==> config.mk <==
export PLATFORM = sky130hd
export DESIGN_NAME = fb_write_ctrl
export DESIGN_NICKNAME = d
export VERILOG_FILES = /design/src/rtl/fb_write_ctrl.sv
export SDC_FILE = /design/constraint.sdc
export NUM_CORES = 1
export LEC_CHECK = 0
export ABC_CLOCK_PERIOD_IN_PS = 6300
export CAP_MARGIN = 40
export CORE_UTILIZATION = 60
export DETAILED_ROUTE_END_ITERATION = 12
export GPL_TIMING_DRIVEN = 0
export HOLD_SLACK_MARGIN = 0.03
export PLACE_DENSITY_LB_ADDON = 0.05
export SYNTH_ARGS = -nofsm -noshare
export SYNTH_HDL_FRONTEND = slang
export SYNTH_SLANG_ARGS = --single-unit
==> constraint.sdc <==
create_clock -name clk -period 6.3 [get_ports clk]
set_input_delay 0.63 -clock clk [delete_from_list [all_inputs] [get_ports clk]]
set_output_delay 0.63 -clock clk [all_outputs]
set_load 0.02 [all_outputs]
==> src/rtl/fb_write_ctrl.sv <==
// -----------------------------------------------------------------------------
// fb_write_ctrl
//   Buffers the pixel generator's stream in a small FIFO and drains it as
//   writes into a double-buffered RGB333 framebuffer. A toggle on pix_swap marks
//   the end of a frame; the front/back bank flip is deferred until every pixel
//   queued ahead of that toggle has been accepted by the memory.
//
// Ports
//   clk, rst_n            system clock, async active-low reset
//   pix_valid/data/addr   incoming pixel (addr = y*640+x, passed unchecked)
//   pix_swap              level that toggles once per completed frame
//   mem_wr_en/addr/wdata  write request to the single-port framebuffer;
//                         mem_addr = {write_bank, pixel address}
//   mem_ready             write accepted when mem_wr_en & mem_ready
//   disp_bank             bank the scan-out stage must read (always ~write_bank)
//   frame_done            one-cycle pulse on each bank flip
//   overflow              sticky, set when an entry is dropped on a full FIFO
//   fifo_level            current FIFO occupancy, 0..FIFO_DEPTH
// -----------------------------------------------------------------------------
module fb_write_ctrl #(
  parameter int DATA_W     = 9,
  parameter int ADDR_W     = 19,
  parameter int FIFO_DEPTH = 16
) (
  input  logic                            clk,
  input  logic                            rst_n,
  input  logic                            pix_valid,
  input  logic [DATA_W-1:0]               pix_data,
  input  logic [ADDR_W-1:0]               pix_addr,
  input  logic                            pix_swap,
  output logic                            mem_wr_en,
  output logic [ADDR_W:0]                 mem_addr,
  output logic [DATA_W-1:0]               mem_wdata,
  input  logic                            mem_ready,
  output logic                            disp_bank,
  output logic                            frame_done,
  output logic                            overflow,
  output logic [$clog2(FIFO_DEPTH):0]     fifo_level
);

  localparam int PTR_W = $clog2(FIFO_DEPTH);
  localparam int LVL_W = PTR_W + 1;
  // Entry layout: {has_pix, has_swap, data, addr}
  localparam int ENT_W = 2 + DATA_W + ADDR_W;

  typedef enum logic [1:0] {
    IDLE  = 2'd0,
    WRITE = 2'd1,
    FLIP  = 2'd2
  } state_t;

  state_t             state, state_nx;
  logic [ENT_W-1:0]   fifo_mem [FIFO_DEPTH];
  logic [PTR_W-1:0]   wr_ptr, rd_ptr;
  logic               swap_q, swap_armed;
  logic               swap_ev, push_req, push, pop;
  logic               full, empty;
  logic               write_bank, hold_swap;
  logic               load, stop, flip;
  logic [ENT_W-1:0]   head;
  logic               head_pix, head_swap;
  logic [DATA_W-1:0]  head_data;
  logic [ADDR_W-1:0]  head_addr;

  // swap_q takes pix_swap on the first clock after reset release, so the
  // initial level of pix_swap never reads as a frame boundary.
  assign swap_ev  = swap_armed & (pix_swap != swap_q);
  assign push_req = pix_valid | swap_ev;
  assign full     = (fifo_level == LVL_W'(FIFO_DEPTH));
  assign empty    = (fifo_level == LVL_W'(0));
  // A pop in the same cycle frees the slot, so a full FIFO still accepts.
  assign push     = push_req & (~full | pop);

  assign head      = fifo_mem[rd_ptr];
  assign head_pix  = head[ENT_W-1];
  assign head_swap = head[ENT_W-2];
  assign head_data = head[ADDR_W +: DATA_W];
  assign head_addr = head[ADDR_W-1:0];

  // Swap toggle edge detector.
  always_ff @(posedge clk or negedge rst_n) begin
    if (!rst_n) begin
      swap_q     <= 1'b0;
      swap_armed <= 1'b0;
    end else begin
      swap_q     <= pix_swap;
      swap_armed <= 1'b1;
    end
  end

  // FIFO storage; contents are don't-care until written.
  always_ff @(posedge clk) begin
    if (push) begin
      fifo_mem[wr_ptr] <= {pix_valid, swap_ev, pix_data, pix_addr};
    end
  end

  // FIFO pointers, occupancy and sticky overflow flag.
  always_ff @(posedge clk or negedge rst_n) begin
    if (!rst_n) begin
      wr_ptr     <= PTR_W'(0);
      rd_ptr     <= PTR_W'(0);
      fifo_level <= LVL_W'(0);
      overflow   <= 1'b0;
    end else begin
      if (push) begin
        wr_ptr <= wr_ptr + PTR_W'(1);
      end
      if (pop) begin
        rd_ptr <= rd_ptr + PTR_W'(1);
      end
      case ({push, pop})
        2'b10:   fifo_level <= fifo_level + LVL_W'(1);
        2'b01:   fifo_level <= fifo_level - LVL_W'(1);
        default: fifo_level <= fifo_level;
      endcase
      if (push_req && !push) begin
        overflow <= 1'b1;
      end
    end
  end

  // FSM state register.
  always_ff @(posedge clk or negedge rst_n) begin
    if (!rst_n) begin
      state <= IDLE;
    end else begin
      state <= state_nx;
    end
  end

  // Next-state logic: pop decisions and datapath strobes.
  //   load : head pixel goes into the mem_* output registers
  //   stop : drop mem_wr_en
  //   flip : swap banks this edge
  always_comb begin
    state_nx = state;
    pop      = 1'b0;
    load     = 1'b0;
    stop     = 1'b0;
    flip     = 1'b0;
    case (state)
      IDLE: begin
        if (!empty) begin
          pop = 1'b1;
          if (head_pix) begin
            load     = 1'b1;
            state_nx = WRITE;
          end else begin
            state_nx = FLIP;
          end
        end else begin
          state_nx = IDLE;
        end
      end
      WRITE: begin
        if (mem_ready) begin
          if (hold_swap) begin
            // The accepted pixel closed the frame.
            stop     = 1'b1;
            state_nx = FLIP;
          end else if (!empty) begin
            pop = 1'b1;
            if (head_pix) begin
              load     = 1'b1;
              state_nx = WRITE;
            end else begin
              // Swap-only entry right behind the last pixel.
              stop     = 1'b1;
              state_nx = FLIP;
            end
          end else begin
            stop     = 1'b1;
            state_nx = IDLE;
          end
        end else begin
          state_nx = WRITE;
        end
      end
      FLIP: begin
        flip     = 1'b1;
        state_nx = IDLE;
      end
      default: begin
        state_nx = IDLE;
      end
    endcase
  end

  // Memory write port registers and bank bookkeeping.
  always_ff @(posedge clk or negedge rst_n) begin
    if (!rst_n) begin
      mem_wr_en  <= 1'b0;
      mem_addr   <= '0;
      mem_wdata  <= '0;
      hold_swap  <= 1'b0;
      write_bank <= 1'b1;
      disp_bank  <= 1'b0;
      frame_done <= 1'b0;
    end else begin
      if (load) begin
        mem_wr_en <= 1'b1;
        mem_addr  <= {write_bank, head_addr};
        mem_wdata <= head_data;
        hold_swap <= head_swap;
      end else if (stop) begin
        mem_wr_en <= 1'b0;
      end
      if (flip) begin
        write_bank <= ~write_bank;
        disp_bank  <= ~disp_bank;
      end
      frame_done <= flip;
    end
  end

endmodule
# After elaboration in Yosys (flattened, before gate mapping)
# Memories as Yosys holds them, arrays and structs flattened.
# Index checks and enable logic that the tools add are counted.
# word_totals
reg_bits,52
ramBits,480
inputBits,33
output_inout_bits,38
wordCells,63
memories,1
# op_classes
add_sub_neg,4
eq_ne,6
muxes,25
bitwise_logic,7
n_reduce_logical,6
# mem_list
memory,words,word_bits,rd,rd_ports_with_merged_regs,write_ports,line_no,source
fifo_mem,16,30,1,0,1,53,logic [ENT_W-1:0] fifo_mem [FIFO_DEPTH];
# ops
cell,count
1-bit two-way mux,17
5-bit one-hot mux with 2 select lines,1
4-bit by 1-bit adder with 4-bit output (second input constant),2
2-bit two-way mux,4
5-bit by 1-bit adder with 5-bit output (second input constant),1
5-bit equality test (second input constant),1
5-bit zero test,1
5-bit by 1-bit subtractor with 5-bit output (second input constant),1
2-bit by 1-bit equality test with 1-bit output (second input constant),2
2-bit equality test (second input constant),2
1-bit one-hot mux with 2 select lines,2
2-bit one-hot mux with 2 select lines,1
2-bit nonzero test,2
1-bit NOT,3
1-bit AND,2
2-bit zero test,1
1-bit OR,2
1-bit logical AND,1
1-bit zero test,1
1-bit inequality test,1

# Depth between registers and ports, before layout
# logic_depth
word_depth,9
ltp_mapped,11
mapped_depth_nobuf,10

# Worst setup path after synthesis
# OpenSTA, ideal clock, no wires.
# synth_timing
kind,reg-to-reg
from,register fifo_level[0]
to,register fifo_level[4]
setup_time_ns,0.130
t_arrival_ns,2.572
t_required_ns,6.170
path_slack_ns,3.598
stages_incl_launch_ff,11
n_path_buf,0
period_less_slack_ns,2.702
cell_sequence,dfrtp_1 nor4_1 a221oi_2 nand2_1 inv_1 ha_1 nor2b_1 o21a_1 o211ai_1 a2bb2oi_1 nand3_1
# synth_via
elab_chain_cells,9
word_cells_on_any_way,15
# synth_lines
element,line_no,source
start: declaration,38,output logic [$clog2(FIFO_DEPTH):0] fifo_level
start signal: assignment,113,2'b10: fifo_level <= fifo_level + LVL_W'(1);
start signal: assignment,114,2'b01: fifo_level <= fifo_level - LVL_W'(1);
start signal: assignment,115,default: fifo_level <= fifo_level;
5-bit zero test,70,assign empty = (fifo_level == LVL_W'(0));
1-bit two-way mux,"144, 162",
1-bit two-way mux,158,if (hold_swap) begin
1-bit two-way mux,157,if (mem_ready) begin
1-bit one-hot mux with 2 select lines,142,case (state)
1-bit OR,72,assign push = push_req & (~full | pop);
1-bit AND,72,
2-bit by 1-bit equality test with 1-bit output or 2-bit equality test (tied branches),112,"case ({push, pop})"
5-bit one-hot mux with 2 select lines or 2-bit nonzero test (tied branches),n/a,
# Several ways; a longest one is shown, not always the timed one.
# A chain may end at the register's enable or synchronous reset.

# Worst setup path in the final report
# layout_timing
from,input pix_valid
to,memory fifo_mem[14][23] in the netlist's numbering (enable)
# layout_via
elab_chain_cells,4
# layout_lines
element,line_no,source
start: declaration,27,"input logic pix_valid,"
1-bit OR,68,assign push_req = pix_valid | swap_ev;
1-bit AND,72,
1-bit two-way mux,93,if (push) begin
1-bit two-way mux (implied by the code),94,"fifo_mem[wr_ptr] <= {pix_valid, swap_ev, pix_data, pix_addr};"
end: declaration,53,
# Every way passes these cells.

==> flow_metrics.env <==
export IMPL_worst_slack_ns=3.186
export IMPL_ys_top_cells_by_area="edfxtp_1 (71%), mux4_2 (13%), dfrtp_1 (6.3%)"
export IMPL_place_hpwl_mm=27.14
export IMPL_timing_worst_setup_path_type="in2reg"
export IMPL_cts_tree="built"
export IMPL_slew_headroom_pct=38.22
export IMPL_synth_seq_cells=532
export IMPL_crit_path_end_kind="flop"
export IMPL_critPathMaxFanout=18
export IMPL_arrival_ns=3.38
export IMPL_cts_resized=0
export IMPL_max_clock_freq_ghz=0.3211
export IMPL_crit_path_start_kind="input port"
export IMPL_ys_types=44
export IMPL_setup_violations=0
export IMPL_ios=71
export IMPL_finalWirelength_mm=44.83
export IMPL_antenna_found_initial=1
export IMPL_cp_cell_sequence="clkdlybuf4s50_1 -> a21oi_1 -> a31oi_1 -> and4_2 -> buf_12"
export IMPL_grt_pass1_vias=10200
export IMPL_syn_inst=952
export IMPL_grt_max_degree=28
export IMPL_place_ws_ns=2.604
export IMPL_drc=0
export IMPL_via_per_inst=6.381
export IMPL_gp_congestion=0.7551
export IMPL_synth_xor_area_share_pct=0.5632
export IMPL_core_area_mm2=0.03287
export IMPL_async_reset_ff_share_pct=9.774
export IMPL_postCtsSetupBuffers=0
export IMPL_synth_top_cell_area_share_pct=71.30
export IMPL_grt_ovfl_total=0
export IMPL_yosysWarnings=0
export IMPL_final_nets=1138
export IMPL_dp_cells=1483
export IMPL_rows=66
export IMPL_path_clk_slew_ns=0.06
export IMPL_fp_dieArea_mm2=0.03443
export IMPL_first_pass_iters=5
export IMPL_min_period_ns=3.114
export IMPL_path_buf_inv=2
export IMPL_grt_pass1_wl_mm=65.72
export IMPL_synth_edf_count=480
export IMPL_routed_via_count=10090
export IMPL_fin_cells=1582
export IMPL_synth_commonest_cells="edfxtp_1 (480), mux4_2 (121), dfrtp_1 (51)"
export IMPL_ctsLongestPathBuffers=3
export IMPL_die_w_um=185.6
export IMPL_drt_initial_drc_count=979
export IMPL_cts_buffers=51
export IMPL_worst_path_largest_cell_delay_ns=0.87
export IMPL_yosysTopAreaCell="edfxtp_1"
export IMPL_hp_class="reg2reg"
export IMPL_syn_nets=994
export IMPL_initial_core_util_pct=61.51
export IMPL_maxCapViolCount=0
export IMPL_cts_sinks=532
export IMPL_cp_required_ns=6.57
export IMPL_postSynthAreaPerCell_um2=21.23
export IMPL_port_buffers=70
export IMPL_synth_compound_area_share_pct=2.841
export IMPL_chipHeight_um=185.6
export IMPL_drv_slew=0
export IMPL_cts_max_level=2
export IMPL_synthAdderAreaFrac_pct=0.5942
export IMPL_synthMuxAreaShare_pct=13.75
export IMPL_cts_hold_buf=1
export IMPL_ant_nets=0
export IMPL_synth_seq_area_share_pct=77.74
export IMPL_p_per_area_mw_per_mm2=480.8
export IMPL_root_buffer="clkbuf_16"
export IMPL_ys_flop_type="edfxtp_1"
export IMPL_drive_above_1_share_pct=23.27
export IMPL_status="finished, final reports clean"
export IMPL_rsz0062_at_grt="false"
export IMPL_period_share_pct=49.43
export IMPL_grt_usage_pct=27.32
export IMPL_wl_per_cell_um=28.34
export IMPL_areaGrowthSynthToFinish_pct=16.62
export IMPL_clk_latency_ns=0.57
export IMPL_netlist_area_mm2=0.02022
export IMPL_crit_family="buffers and inverters"
export IMPL_vdd_drop_max_uv=256.7
export IMPL_synth_most_common_cell="edfxtp_1"
export IMPL_critPathSlowestCell="clkdlybuf4s50_1"
export IMPL_power_leakage_nw=7.735
export IMPL_worst_pin_slew_ns=0.9266
export IMPL_synth_simple_area_share_pct=3.218
export IMPL_hold_viol=0
export IMPL_fin_worst_skew_ns=0.01701
export IMPL_tns_ns=0
export IMPL_synth_top_family_by_area="multiplexers"
## layout make-up
type	instances	area, um2
flip-flops and latches	532	15720
fillers	2056	9290
multi-input cells	362	4263
clock buffers	75	1518
repair buffers	91	1076
well taps	442	553.0
plain buffers	51	230.2
clock inverters	21	191.4
inverters	7	26.28
diodes	1	2.502
## flip-flops by register name, indices dropped and copies added (netlist names)
name and flops:
disp_bank 1, mem_addr 20, mem_wr_en 1, mem_wdata 9, state 2, overflow 1
swap_q 1, wr_ptr 4, fifo_level 5, fifo_mem 480, frame_done 1, hold_swap 1
rd_ptr 4, write_bank 1, swap_armed 1
## worst paths after layout
kind                            slack [ns]                         end  cells past startpoint                 startpoint
worst max-delay path                  3.19  fifo_mem[14][23]$_DFFE_PP_                      5                  pix_valid
worst min-delay path                  0.47       disp_bank$_DFFE_PN0P_                      1      disp_bank$_DFFE_PN0P_
worst max register to register        3.32   fifo_level[4]$_DFFE_PN0P_                     11  fifo_level[4]$_DFFE_PN0P_
worst min register to register        0.47       disp_bank$_DFFE_PN0P_                      1      disp_bank$_DFFE_PN0P_
max in group asynchronous             5.19    mem_wdata[3]$_DFFE_PN0P_                      3                      rst_n
min in group asynchronous             0.55       wr_ptr[3]$_DFFE_PN0P_                      2                      rst_n
## layout by cell type, fill, tap and decap left out, types with 3 or more instances in the layout
cell type	netlist	layout
nor3_1	31	31
bufinv_16	0	3
nor2b_1	3	3
mux4_2	121	121
clkbuf_8	0	13
edfxtp_1	480	480
inv_1	7	7
clkbuf_16	0	52
xnor2_1	11	11
and4_2	0	4
a21o_1	3	3
and2_2	0	8
dfrtp_1	51	51
buf_1	3	3
nand2b_1	4	4
clkdlybuf4s50_1	0	69
clkinv_2	0	7
nor2_1	33	33
o41ai_1	29	29
ha_1	8	8
o22ai_1	29	29
clkbuf_1	27	37
clkinv_1	0	7
a21oi_1	4	4
mux2_2	4	4
and3_2	0	4
buf_12	0	17
buf_2	19	19
buf_6	2	4
nand2_1	36	36
nand3_1	3	3
## worst reg2reg max path, delay by kind of cell (launching register included)
kind	cells	cell delay, ns
adder cells (fa/ha/maj)	1	0.28
flip-flops	1	0.35
AND/OR/NAND/NOR	5	0.83
buffers and inverters	3	0.59
AO/OA/AOI/OAI	2	0.80
## kinds of logic after synthesis
| family | count (synthesis) |
|---|---|
| multiplexers | 126 |
| other | 1 |
| adder cells (fa/ha/maj) | 9 |
| AO/OA/AOI/OAI | 77 |
| flip-flops | 532 |
| buffers and inverters | 58 |
| XOR/XNOR | 13 |
| AND/OR/NAND/NOR | 136 |
## metal layers
layer  GRT usage (%)  routed length (um)  up-vias
li1                -                   -     4256
met1           39.55               18580     5322
met2           43.76               21840      438
met3           4.148                3319       78
met4           8.361                1097        0
met5               0                   0        -
## per-stage QoR
| step | util, % | power, W | area, um2 | hold WS [ns] |
|---|---|---|---|---|
| finish | 71.73 | 0.01134 | 23580 | 0.4701 |
| global route | 71.73 | 0.01178 | 23580 | 0.4901 |
| CTS | 71.71 | 0.01142 | 23570 | 0.4747 |
| detailed placement | 66.48 | 0.008373 | 21850 | 0.4598 |
| global placement | 65.32 | 0.008237 | 21470 | 0.4561 |
| floorplan | - | 0.006981 | 20220 | 0.3344 |
## report_power, final
part	internal, W	leakage (nW)	switching, W	total [W]
clock	0.00179	0.839	0.00126	0.00305
sequential	0.00443	4.97	0.000204	0.00463
combinational	0.00156	1.93	0.00209	0.00365
Note: power is estimated with default switching activity, not from simulation.
